`config.mk`:
```
export PLATFORM = sky130hd
export DESIGN_NAME = rr_arb_sel
export DESIGN_NICKNAME = d
export VERILOG_FILES = /design/src/rtl/rr_arb_sel.sv
export SDC_FILE = /design/constraint.sdc
export NUM_CORES = 1
export LEC_CHECK = 0
export BUFFER_PORTS_ARGS = -buffer_cell sky130_fd_sc_hd__buf_2
export CORE_AREA = 5 5 42 44
export CTS_CLUSTER_DIAMETER = 50
export DETAILED_ROUTE_END_ITERATION = 6
export DIE_AREA = 0 0 47 49
export GPL_TIMING_DRIVEN = 1
export PLACE_DENSITY = 0.71
export SYNTH_ARGS = -nofsm -noshare
export SYNTH_HDL_FRONTEND = slang
export SYNTH_SLANG_ARGS = --single-unit
```
`constraint.sdc`:
```
create_clock -name clk -period 2.19 [get_ports clk]
set_input_delay 0.219 -clock clk [delete_from_list [all_inputs] [get_ports clk]]
set_output_delay 0.219 -clock clk [all_outputs]
set_load 0.01 [all_outputs]
```
`src/rtl/rr_arb_sel.sv`:
```
// rr_arb_sel: round-robin arbiter producing a registered one-hot mux select
// plus the binary index of the winner, held under a valid/ack handshake.
// Optional checks: define RR_ARB_SEL_SVA_EN to compile in assertions.
module rr_arb_sel #(
   parameter  int unsigned N = 4,
   localparam int unsigned W = $clog2(N)
) (
   input  logic         clk,
   input  logic         rst,
   input  logic [N-1:0] i_req,
   input  logic         i_ack,
   output logic         o_vld,
   output logic [N-1:0] o_sel,
   output logic [W-1:0] o_idx
);

   localparam logic [0:0] IDLE  = 1'b0;
   localparam logic [0:0] GRANT = 1'b1;

   localparam logic [W:0]   N_EXT = (W+1)'(N);
   localparam logic [W-1:0] LAST  = W'(N - 1);

   logic [0:0]   state_q;
   logic [0:0]   state_nxt;
   logic [W-1:0] ptr_q;
   logic [W-1:0] ptr_nxt;
   logic         vld_nxt;
   logic [N-1:0] sel_nxt;
   logic [W-1:0] idx_nxt;

   logic [W-1:0] ack_ptr_c;
   logic [W-1:0] base_c;
   logic [W:0]   cand_c;
   logic         win_vld_c;
   logic [W-1:0] win_idx_c;
   logic [N-1:0] win_sel_c;

   // Pointer after an ack of the current grant (modulo N, any N).
   always_comb begin
      ack_ptr_c = (o_idx == LAST) ? '0 : o_idx + W'(1);
      base_c    = (state_q == GRANT) ? ack_ptr_c : ptr_q;
   end

   // Scan requests upward from base_c with wrap-around; first set bit wins.
   always_comb begin
      win_vld_c = 1'b0;
      win_idx_c = '0;
      cand_c    = '0;
      for (int unsigned i = 0; i < N; i++) begin
         cand_c = {1'b0, base_c} + (W+1)'(i);
         if (cand_c >= N_EXT) cand_c = cand_c - N_EXT;
         if (!win_vld_c && i_req[cand_c[W-1:0]]) begin
            win_vld_c = 1'b1;
            win_idx_c = cand_c[W-1:0];
         end
      end
      win_sel_c = N'(1) << win_idx_c;
   end

   // Next-state and next-output decode; grant is frozen until acked.
   always_comb begin
      state_nxt = state_q;
      ptr_nxt   = ptr_q;
      vld_nxt   = o_vld;
      sel_nxt   = o_sel;
      idx_nxt   = o_idx;
      case (state_q)
         IDLE: begin
            if (win_vld_c) begin
               vld_nxt   = 1'b1;
               sel_nxt   = win_sel_c;
               idx_nxt   = win_idx_c;
               state_nxt = GRANT;
            end
         end
         GRANT: begin
            if (i_ack) begin
               ptr_nxt = ack_ptr_c;
               if (win_vld_c) begin
                  sel_nxt = win_sel_c;
                  idx_nxt = win_idx_c;
               end else begin
                  vld_nxt   = 1'b0;
                  sel_nxt   = '0;
                  idx_nxt   = '0;
                  state_nxt = IDLE;
               end
            end
         end
         default: begin
            vld_nxt   = 1'b0;
            sel_nxt   = '0;
            idx_nxt   = '0;
            state_nxt = IDLE;
         end
      endcase
   end

   // State, pointer and registered outputs; reset wins over everything.
   always_ff @(posedge clk) begin
      if (rst) begin
         state_q <= IDLE;
         ptr_q   <= '0;
         o_vld   <= 1'b0;
         o_sel   <= '0;
         o_idx   <= '0;
      end else begin
         state_q <= state_nxt;
         ptr_q   <= ptr_nxt;
         o_vld   <= vld_nxt;
         o_sel   <= sel_nxt;
         o_idx   <= idx_nxt;
      end
   end

`ifdef RR_ARB_SEL_SVA_EN
   int unsigned wait_cnt [N];

   // Count completed grants to others while a requestor keeps waiting.
   always_ff @(posedge clk) begin
      for (int r = 0; r < N; r++) begin
         if (rst || !i_req[r] || (o_vld && i_ack && o_idx == W'(r)))
            wait_cnt[r] <= 0;
         else if (o_vld && i_ack)
            wait_cnt[r] <= wait_cnt[r] + 1;
      end
   end

   // A waiting requestor is served before N other grants complete.
   always @(posedge clk) begin
      if (!rst) begin
         for (int r = 0; r < N; r++)
            a_fair: assert (wait_cnt[r] < N);
      end
   end

   a_onehot0: assert property (@(posedge clk) $onehot0(o_sel));
   a_vld_sel: assert property (@(posedge clk) o_vld == |o_sel);
   a_idx_sel: assert property (@(posedge clk) o_vld |-> o_sel[o_idx]);
   a_hold:    assert property (@(posedge clk) disable iff (rst)
                 (o_vld && !i_ack) |=> ($stable(o_sel) && $stable(o_idx)));
`else
`endif

endmodule

```
Yosys cells after proc, flatten, opt, wreduce, memory -nomap -nowiden
Index checks and enable logic that the tools add are counted.
{"block": "word_totals", "reg_bits": 10, "output_inout_bits": 7, "word_cells": 73}
{"block": "op_classes", "add_sub_neg": 8, "n_lt_le_gt_ge": 8, "eq_ne": 4, "shift": 1, "n_mux": 37, "n_bitwise": 1, "reduce_logical": 9}
{"cell": "2-bit two-way mux", "n": 13}
{"cell": "1-bit two-way mux", "n": 13}
{"cell": "2-bit by 3-bit < comparator with 1-bit output, second input constant", "n": 4}
{"cell": "4-bit two-way mux", "n": 3}
{"cell": "3-bit >= comparator, second input constant", "n": 3}
{"cell": "1-bit binary-select mux with 2-bit select", "n": 4}
{"cell": "4-bit one-hot mux with 2 select lines", "n": 1}
{"cell": "2-bit by 1-bit subtractor with 2-bit output, second input constant", "n": 4}
{"cell": "2-bit by 2-bit adder with 3-bit output, second input constant", "n": 2}
{"cell": "2-bit != test, second input constant", "n": 3}
{"cell": "1-bit one-hot mux with 2 select lines", "n": 2}
{"cell": "2-bit one-hot mux with 2 select lines", "n": 1}
{"cell": "2-bit AND reduction", "n": 2}
{"cell": "1-bit by 2-bit << shifter with 4-bit output, first input constant", "n": 1}
{"cell": "2-bit by 1-bit adder with 3-bit output, second input constant", "n": 1}
{"cell": "2-bit by 3-bit >= comparator with 1-bit output, second input constant", "n": 1}
{"cell": "1-bit logical AND", "n": 3}
{"cell": "1-bit zero test", "n": 3}
{"cell": "3-bit AND reduction", "n": 1}
{"cell": "2-bit by 1-bit adder with 2-bit output, second input constant", "n": 1}
{"cell": "2-bit equality test, second input constant", "n": 1}
{"cell": "1-bit inverter", "n": 1}

Depth between registers and ports, before layout
Gate-level depths: netlist (run 1).
{"block": "logic_depth", "ltp_word": 21, "mapped_depth": 6, "depth_no_buf": 6}

Worst setup path after synthesis (run 1)
OpenSTA, ideal clock, no wires.
{"block": "synth_timing", "path_type": "reg2reg", "startpoint": "register o_idx[0]", "endpoint": "register o_sel[1]", "t_arrival_ns": 1.565, "required_time_ns": 2.059, "setup_slack_ns": 0.494, "stages_incl_launch_ff": 7, "period_less_slack_ns": 1.696, "cell_sequence": "dfxtp_1 ha_1 mux2_2 a211o_1 o221ai_2 and2_4 o31ai_2"}
{"block": "synth_via", "elab_chain_cells": 21, "word_cells_on_any_way": 48}
{"element": "start, declared", "line_no": "14", "source": "output logic [W-1:0] o_idx"}
{"element": "start signal, assigned", "line_no": "112", "source": "o_idx <= idx_nxt;"}
{"element": "2-bit by 1-bit adder with 2-bit output or 2-bit equality test (tied branches)", "line_no": "40", "source": "ack_ptr_c = (o_idx == LAST) ? '0 : o_idx + W'(1);"}
{"element": "2-bit two-way mux (*)", "line_no": "40"}
{"element": "named net ack_ptr_c[1]", "line_no": "31", "source": "logic [W-1:0] ack_ptr_c;"}
{"element": "2-bit two-way mux (*)", "line_no": "41", "source": "base_c = (state_q == GRANT) ? ack_ptr_c : ptr_q;"}
{"element": "parallel branches: the longest is 18 deep, another holds 2-bit by 1-bit adder with 3-bit output"}
{"element": "end signal, assigned", "line_no": "111", "source": "o_sel <= sel_nxt;"}
{"element": "end, declared", "line_no": "13", "source": "output logic [N-1:0] o_sel,"}
Mark *: on every way through the listed nets, which the timed path passes. The select of a mux whose other input is x is not followed.
A chain may end at the register's enable or synchronous reset.

Final worst setup path (run 1)
{"block": "layout_timing", "startpoint": "register o_idx[0]", "endpoint": "register o_sel[3]"}
Same word-level chain as after synthesis.

==> out/summary.json, run 1 <==
{
  "outcome": {"value": "complete, no violations"},
  "synth-compound-area-share": {"value": 22.6, "unit": "%"},
  "power_per_cell_area": {"value": 681, "unit": "nW/um2"},
  "p_total": {"value": 0.442, "unit": "mW"},
  "area_share_of_xor_xnor_cells_in_the_synthesized_design": {"value": 0, "unit": "%"},
  "timing_worst_setup_path_type": {"value": "reg -> reg"},
  "detail_route.vias_per_cell": {"value": 5.57},
  "worstSetupPathDepth": {"value": 6},
  "rsz_0062_raised_after_global_routing": {"value": "false"},
  "cp_data_required_time": {"value": 2370, "unit": "ps"},
  "post_synth_fa_ha_maj_area_fraction": {"value": 2.28, "unit": "%"},
  "ordered_list_of_cells_on_the_worst_path": {"value": "ha_1, mux2_2, mux2i_1, o2111ai_1, nand2b_1, o31ai_2"},
  "synth_area_leaders": {"value": "dfxtp_1, nand3b_1, o31ai_2, a21oi_1, mux2i_1"},
  "design_area": {"value": 649, "unit": "um2"},
  "synthMuxAreaShare": {"value": 5.69, "unit": "%"},
  "postCtsSetupBuffers": {"value": 0},
  "clk_root_buffer_cell": {"value": "clkbuf_4"},
  "combinational_family_with_the_most_area_after_synthesis": {"value": "simple AND/OR/NAND/NOR gates"},
  "detailedRoute.firstPassIterationCount": {"value": 4},
  "critPathLaunchType": {"value": "flop"},
  "gate_family_responsible_for_the_most_delay_along_the_worst_path": {"value": "multiplexers"},
  "nFillCells": {"value": 142},
  "detailedRoute.firstIterationViolations": {"value": 7},
  "flow.area_growth_from_synthesis": {"value": 18.2, "unit": "%"},
  "fp.dieArea": {"value": 2300, "unit": "um2"},
  "netlist-cell-type-count": {"value": 33},
  "grt_pass1_wl": {"value": 1930, "unit": "um"},
  "critPathMaxFanout": {"value": 5},
  "cap_viol_max_count": {"value": 0},
  "cts.clk_slew.worst_paths": {"value": 60, "unit": "ps"},
  "worst_slew_pin_slew": {"value": 477, "unit": "ps"},
  "cts-buffers-inserted": {"value": 3},
  "worst_ir_drop_vdd": {"value": 0.000394, "unit": "V"},
  "vias": {"value": 501},
  "ant_nets": {"value": 0},
  "antenna_violations_before_repair": {"value": 0},
  "num-nets-final": {"value": 84},
  "cp-end-kind": {"value": "flop"},
  "post-route-drc-count": {"value": 0},
  "netlist.area_leader.share": {"value": 36.4, "unit": "%"},
  "synth_edf_count": {"value": 0},
  "detailed_place.area": {"value": 627, "unit": "um2"},
  "synth_simple_gate_area_share": {"value": 29.6, "unit": "%"},
  "place_hpwl": {"value": 905, "unit": "um"},
  "layout_setup_ws": {"value": 421, "unit": "ps"},
  "initial_core_util": {"value": 39.2, "unit": "%"},
  "layout_cells_sized_above_1": {"value": 36.5, "unit": "%"},
  "grt_pass1_vias": {"value": 466},
  "yosys_warnings": {"value": 0},
  "grt_start_max_net_pins": {"value": 15},
  "cts_htree_levels": {"value": 1},
  "critical_register_to_register_path_startpoint": {"value": "o_idx[0]"},
  "synth_seq_cells": {"value": 10},
  "route.final.wire_length": {"value": 1140, "unit": "um"},
  "min_path_cells": {"value": 2},
  "holdCritPathClass": {"value": "in -> reg"},
  "globalRouteTotalUtil": {"value": 11.0, "unit": "%"},
  "leakage": {"value": 0.269, "unit": "nW"},
  "yosys.cell_count.top_type": {"value": "dfxtp_1"},
  "synth-async-reset-ratio": {"value": 0, "unit": "%"},
  "cell_type_of_the_slowest_stage_on_the_worst_timing_path": {"value": "dfxtp_1"},
  "cpPeakStageDelay": {"value": 340, "unit": "ps"},
  "cts_tree": {"value": "yes"},
  "timing.final.hold_violations": {"value": 0},
  "leading_post_synthesis_cells_by_instance_count": {"value": "dfxtp_1, a21oi_1, nand2_1, nand3b_1, nor2_1"},
  "antenna_cells": {"value": 0},
  "buffer_ports.inserted": {"value": 13},
  "critical_path_arrival": {"value": 1950, "unit": "ps"},
  "ctsLongestPathBuffers": {"value": 2},
  "fmaxAchievable": {"value": 565, "unit": "MHz"},
  "clock_insertion_delay_worst_skew": {"value": 260, "unit": "ps"},
  "register_area_share_after_synthesis": {"value": 36.4, "unit": "%"},
  "place_worst_setup_slack": {"value": 450, "unit": "ps"},
  "io_pins": {"value": 14},
  "cts.repair.resized": {"value": 0},
  "synthesis.instances": {"value": 59},
  "max-slew-margin-rel": {"value": 68.0, "unit": "%"},
  "post_synth_instance_area": {"value": 549, "unit": "um2"},
  "fin_tns_setup": {"value": 0, "unit": "ps"},
  "worstHoldStart": {"value": "i_ack"},
  "avgRoutedWirePerCell": {"value": 12.7, "unit": "um"},
  "placeableCoreArea": {"value": 1400, "unit": "um2"},
  "dieWidth": {"value": 47, "unit": "um"},
  "cp.buffers_inverters": {"value": 0},
  "period_minus_slack": {"value": 1770, "unit": "ps"},
  "synth_fp_nets": {"value": 67},
  "syn-mean-instance-area": {"value": 9.31, "unit": "um2"},
  "fp-row-count": {"value": 14},
  "yosys.area.top_type": {"value": "dfxtp_1"},
  "setup_violations": {"value": 0},
  "drv_slew": {"value": 0},
  "postCtsHoldBufs": {"value": 0},
  "ys_dominant_reg_cell": {"value": "dfxtp_1"},
  "timing.clock.skew": {"value": 5.37, "unit": "ps"},
  "grt_overflow": {"value": 0},
  "fin_crit_sh": {"value": 80.8, "unit": "%"},
  "rr_worst_depth": {"value": 6},
  "routabilityCongestion": {"value": 0.747},
  "critPathLaunch": {"value": "o_idx[0]"},
  "whs": {"value": 214, "unit": "ps"},
  "clkSinkCount": {"value": 10},
  "vertical_die_dimension": {"value": 49, "unit": "um"}
}
kinds of logic (layout without fill, tap and decap cells):
logic type,after synthesis,after routing
muxes,3,3
buffers and inverters,3,18
and+or+nand+nor,27,27
adders and majority gates,1,1
DFF,10,10
AOI/OAI and AO/OA,15,15
through the flow:
stage          std cells  utilization (%)
2_1_floorplan         59                -
4_1_cts               90             46.3
3_5_place_dp          87             44.7
5_1_grt               90             46.3
6_report              90             46.3
3_3_place_gp          87             44.7
report_power, final:
group	total [mW]	leakage, nW	internal (mW)	switching (mW)
sequential	0.210	0.0824	0.198	0.0117
clock	0.120	0.0138	0.0632	0.0565
combinational	0.113	0.173	0.0523	0.0604
path summary, 6_finish.rpt:
kind | slack (ps) | to
worst max-delay path | 420 | o_sel[3]
worst min-delay path | 210 | o_vld
worst max register to register | 420 | o_sel[3]
worst min register to register | 480 | ptr_q[1]
layer usage:
metal	track usage, %	part of all wire [%]	up-vias
li1	-	-	253
met1	14.9	43	228
met2	16.5	48	20
met3	5.54	8.8	0
met4	0	0	0
met5	0	0	-
state kept, by name, summed over array words and instances, names as in the netlist:
register / cells
state_q: 1
o_idx: 2
ptr_q: 2
o_sel: 4
o_vld: 1
cell usage in the layout, fill, tap and decap left out, drive strengths merged, types with 2 or more instances in the layout:
| cell | n |
|---|---|
| o31ai | 4 |
| nand3b | 4 |
| nor2b | 2 |
| and2 | 2 |
| dfxtp | 10 |
| nand2 | 5 |
| buf | 14 |
| a21oi | 5 |
| nor2 | 4 |
| nand4 | 2 |
| mux2i | 2 |
| or2b | 2 |
| clkbuf | 3 |
final cells by class:
cell class	count	area (um2)	area share, %
clock buffer	3	22.5	3.47
inverter	1	3.75	0.578
multi-input combinational	46	330	50.9
sequential	10	200	30.8
tap	16	20.0	3.08
timing repair buffer	14	72.6	11.2
No activity file was read; power rests on OpenSTA's default activity.
==> inputs of run 2 (changes only) <==
==> config.mk (replaced) <==
export PLATFORM = sky130hd
export DESIGN_NAME = rr_arb_sel
export DESIGN_NICKNAME = d
export VERILOG_FILES = /design/src/rtl/rr_arb_sel.sv
export SDC_FILE = /design/constraint.sdc
export NUM_CORES = 1
export LEC_CHECK = 0
export ABC_AREA = 1
export BUFFER_PORTS_ARGS = -buffer_cell sky130_fd_sc_hd__buf_2
export CORE_MARGIN = 5
export CORE_UTILIZATION = 48
export CTS_CLUSTER_DIAMETER = 50
export DETAILED_ROUTE_END_ITERATION = 6
export GPL_TIMING_DRIVEN = 1
export PLACE_DENSITY = 0.78
export SYNTH_ARGS = -nofsm -noshare
export SYNTH_HDL_FRONTEND = slang
export SYNTH_SLANG_ARGS = --single-unit
==> constraint.sdc (replaced) <==
create_clock -name clk -period 1.6 [get_ports clk]
set_input_delay 0.16 -clock clk [delete_from_list [all_inputs] [get_ports clk]]
set_output_delay 0.16 -clock clk [all_outputs]
set_load 0.01 [all_outputs]
==> run 2 against run 1 <==
Net effect: the flow now finishes with violations (negative setup slack); highest routed layer is now met4; cell area grew 140%; wire length grew to 3.0 times the previous value; critical path depth increased by 7; clock skew is 9.1 ps higher; largest cell class unchanged; worst hold slack got worse by 18 ps.
==> out/summary.json, run 2 <==
{
  "clock_insertion_delay_worst_skew": {"value": 270, "unit": "ps", "change": "about the same"},
  "largest_register_ffs": {"value": 4, "change": "unchanged"},
  "yosys.area.top_type": {"value": "dfxtp_1"},
  "synth_fp_nets": {"value": 154, "change": "+130%"},
  "critPathMaxFanout": {"value": 6, "change": "+1"},
  "cts-buffers-inserted": {"value": 3, "change": "unchanged"},
  "netlist.area_leader.share": {"value": 21.1, "unit": "%", "change": "-15 points"},
  "post-route-drc-count": {"value": 0, "change": "unchanged"},
  "clkSinkCount": {"value": 10, "change": "unchanged"},
  "timing_worst_setup_path_type": {"value": "reg -> reg"},
  "route.final.wire_length": {"value": 3420, "unit": "um", "change": "+200%"},
  "dieWidth": {"value": 54.4, "unit": "um", "change": "+16%"},
  "cts_tree": {"value": "yes"},
  "syn-mean-instance-area": {"value": 6.49, "unit": "um2", "change": "-30%"},
  "fp-row-count": {"value": 16, "change": "+2"},
  "antenna_violations_before_repair": {"value": 0, "change": "unchanged"},
  "vias": {"value": 1171, "change": "+130%"},
  "globalRouteTotalUtil": {"value": 20.0, "unit": "%", "change": "+9.0 points"},
  "synth_area_leaders": {"value": "dfxtp_1, nand2_1, nand3_1, nand2_2, a21oi_2"},
  "critPathLaunchType": {"value": "flop"},
  "violations_in_the_final_reports": {"value": "negative setup slack"},
  "post_synth_instance_area": {"value": 947, "unit": "um2", "change": "+72%"},
  "leading_post_synthesis_cells_by_instance_count": {"value": "nand2_1, nand3_1, nand2_2"},
  "holdCritPathClass": {"value": "in -> reg"},
  "place_hpwl": {"value": 1860, "unit": "um", "change": "+110%"},
  "detailed_place.area": {"value": 1140, "unit": "um2", "change": "+81%"},
  "fin_crit_sh": {"value": 123, "unit": "%", "change": "+42 points"},
  "avgRoutedWirePerCell": {"value": 16.2, "unit": "um", "change": "+28%"},
  "fp.dieArea": {"value": 2960, "unit": "um2", "change": "+29%"},
  "max-slew-margin-rel": {"value": 77.8, "unit": "%", "change": "+9.8 points"},
  "registers.top_by_ff_count": {"value": "o_sel"},
  "design_area": {"value": 1560, "unit": "um2", "change": "+140%"},
  "rsz_0062_raised_after_global_routing": {"value": "true"},
  "detailedRoute.firstPassIterationCount": {"value": 4, "change": "unchanged"},
  "register_area_share_after_synthesis": {"value": 21.1, "unit": "%", "change": "-15 points"},
  "critical_path_arrival": {"value": 2170, "unit": "ps", "change": "+220 ps"},
  "synthesis.instances": {"value": 146, "change": "+150%"},
  "timing.final.hold_violations": {"value": 0, "change": "unchanged"},
  "outcome": {"value": "finished with violations"},
  "fmaxAchievable": {"value": 510, "unit": "MHz", "change": "-9.9%"},
  "antenna_cells": {"value": 0, "change": "unchanged"},
  "grt_start_max_net_pins": {"value": 10, "change": "-5"},
  "num-nets-final": {"value": 193, "change": "+130%"},
  "synth-async-reset-ratio": {"value": 0, "unit": "%", "change": "unchanged"},
  "synth_seq_cells": {"value": 10, "change": "unchanged"},
  "drv_slew": {"value": 0, "change": "unchanged"},
  "synth_edf_count": {"value": 0, "change": "unchanged"},
  "fin_tns_setup": {"value": -2370, "unit": "ps", "change": "-2370 ps"},
  "cp-end-kind": {"value": "flop"},
  "placeableCoreArea": {"value": 1920, "unit": "um2", "change": "+37%"},
  "detail_route.vias_per_cell": {"value": 5.55, "change": "-0.30%"},
  "layout_cells_sized_above_1": {"value": 63.6, "unit": "%", "change": "+27 points"},
  "reg.largest.list": {"value": "o_sel x4, o_idx x2, ptr_q x2"},
  "layout_setup_ws": {"value": -363, "unit": "ps", "change": "-784 ps"},
  "worst_ir_drop_vdd": {"value": 0.000881, "unit": "V", "change": "+120%"},
  "yosys_warnings": {"value": 0, "change": "unchanged"},
  "grt_pass1_wl": {"value": 4410, "unit": "um", "change": "+130%"},
  "power_per_cell_area": {"value": 1100, "unit": "nW/um2", "change": "+61%"},
  "period_minus_slack": {"value": 1960, "unit": "ps", "change": "+194 ps"},
  "clk_root_buffer_cell": {"value": "clkbuf_4"},
  "io_pins": {"value": 14, "change": "unchanged"},
  "yosys.cell_count.top_type": {"value": "nand2_1"},
  "netlist-cell-type-count": {"value": 20, "change": "-39%"},
  "ant_nets": {"value": 0, "change": "unchanged"},
  "cts_htree_levels": {"value": 1, "change": "unchanged"},
  "leakage": {"value": 0.774, "unit": "nW", "change": "+190%"},
  "most_common_cell_after_layout_fill_and_taps_aside": {"value": "nand2_1"},
  "postCtsHoldBufs": {"value": 0, "change": "unchanged"},
  "flow.area_growth_from_synthesis": {"value": 64.5, "unit": "%"},
  "ctsLongestPathBuffers": {"value": 2, "change": "unchanged"},
  "ys_dominant_reg_cell": {"value": "dfxtp_1"},
  "layout_common_cells": {"value": "nand2_1, buf_4, nand2_2"},
  "timing.clock.skew": {"value": 14.5, "unit": "ps", "change": "+9.08 ps"},
  "cp_data_required_time": {"value": 1810, "unit": "ps", "change": "-560 ps"},
  "routabilityCongestion": {"value": 0.964, "change": "+29%"},
  "place_worst_setup_slack": {"value": -322, "unit": "ps", "change": "-772 ps"},
  "grt_pass1_vias": {"value": 1023, "change": "+120%"},
  "worst_slew_pin_slew": {"value": 332, "unit": "ps", "change": "-145 ps"},
  "setup_violations": {"value": 8, "change": "+8"},
  "grt_overflow": {"value": 0, "change": "unchanged"},
  "buffer_ports.inserted": {"value": 13, "change": "unchanged"},
  "initial_core_util": {"value": 49.3, "unit": "%", "change": "+10 points"},
  "detailedRoute.firstIterationViolations": {"value": 22, "change": "+15"},
  "cts.clk_slew.worst_paths": {"value": 70, "unit": "ps", "change": "about the same"},
  "nFillCells": {"value": 131, "change": "-7.7%"},
  "vertical_die_dimension": {"value": 54.4, "unit": "um", "change": "+11%"},
  "cap_viol_max_count": {"value": 0, "change": "unchanged"}
}
run 2: cell types whose count changed in the layout (fill, tap and decap cells not counted), moves of 4 or more:
| cell | change |
|---|---|
| nand2_4 | +16 |
| nand3_2 | +13 |
| nand2_1 | +20 |
| buf_6 | +5 |
| nand2_2 | +16 |
| nand3_1 | +9 |
| nand3_4 | +6 |
| nand3b_1 | -4 |
| inv_1 | +10 |
| buf_4 | +18 |
| a21oi_2 | +6 |
run 2: power breakdown:
| part | leakage [nW] | internal, mW | switching, mW | total (mW) |
|---|---|---|---|---|
| Clock | 0.0210 | 0.138 | 0.0900 | 0.228 |
| Sequential | 0.0842 | 0.289 | 0.0311 | 0.320 |
| Combinational | 0.669 | 0.477 | 0.680 | 1.16 |
run 2: logic make-up after synthesis:
| kind of cell | Yosys count | share of synthesized area [%] |
|---|---|---|
| fa+ha+maj | 1 | 1.32 |
| flops | 10 | 21.1 |
| compound gates | 15 | 10.3 |
| buf+inv | 18 | 10.0 |
| simple gates | 102 | 57.2 |
run 2: final timing paths:
check | start | end | slack [ps] | depth (start not counted)
worst max-delay path | o_idx[0] | o_sel[1] | -360 | 13
worst min-delay path | rst | o_idx[0] | 200 | 2
worst max register to register | o_idx[0] | o_sel[1] | -360 | 13
worst min register to register | o_sel[0] | o_sel[0] | 470 | 2
run 2: critical path, stage by stage (launching register included):
cell and delay, ps:
dfxtp_4 360, ha_4 170, nor2_4 140, nand2_4 100, buf_6 150, nand3_2 80
nand2_2 100, nand2_4 120, nand2_8 70, nand4_1 140, nand2_1 120, nor2_4 120
nand3_2 80, a21oi_2 150
run 2: layout make-up:
class	count	area, um2	area share [%]
multi-input combinational	118	932	59.8
timing repair buffer	38	284	18.2
sequential	10	211	13.6
inverter	14	60.1	3.86
clock buffer	4	36.3	2.33
tap	27	33.8	2.17
run 2: routing by layer:
metal	part of all wire, %	track usage [%]	routed length [um]	up-vias
met1	39	24.5	1340	550
li1	-	-	-	549
met4	4.2	4.15	145	0
met5	0	0	0	-
met2	52	35.1	1760	52
met3	4.9	4.90	166	20
run 2: repair_timing:
action / CTS / global route
setup endpoints to repair: 8 / 8
setup buffers: 3 / 9
pin swaps: 22 / 32
gates resized for setup: 27 / 42
run 2: through the flow:
stage               instances  util, %  hold WS [ps]  power, mW
floorplan                 146        -           423      0.851
global placement          195     59.1           445       1.03
detailed placement        195     59.1           449       1.04
CTS                       202     68.1           187       1.40
global route              211     81.1           193       1.81
finish                    211     81.1           197       1.71
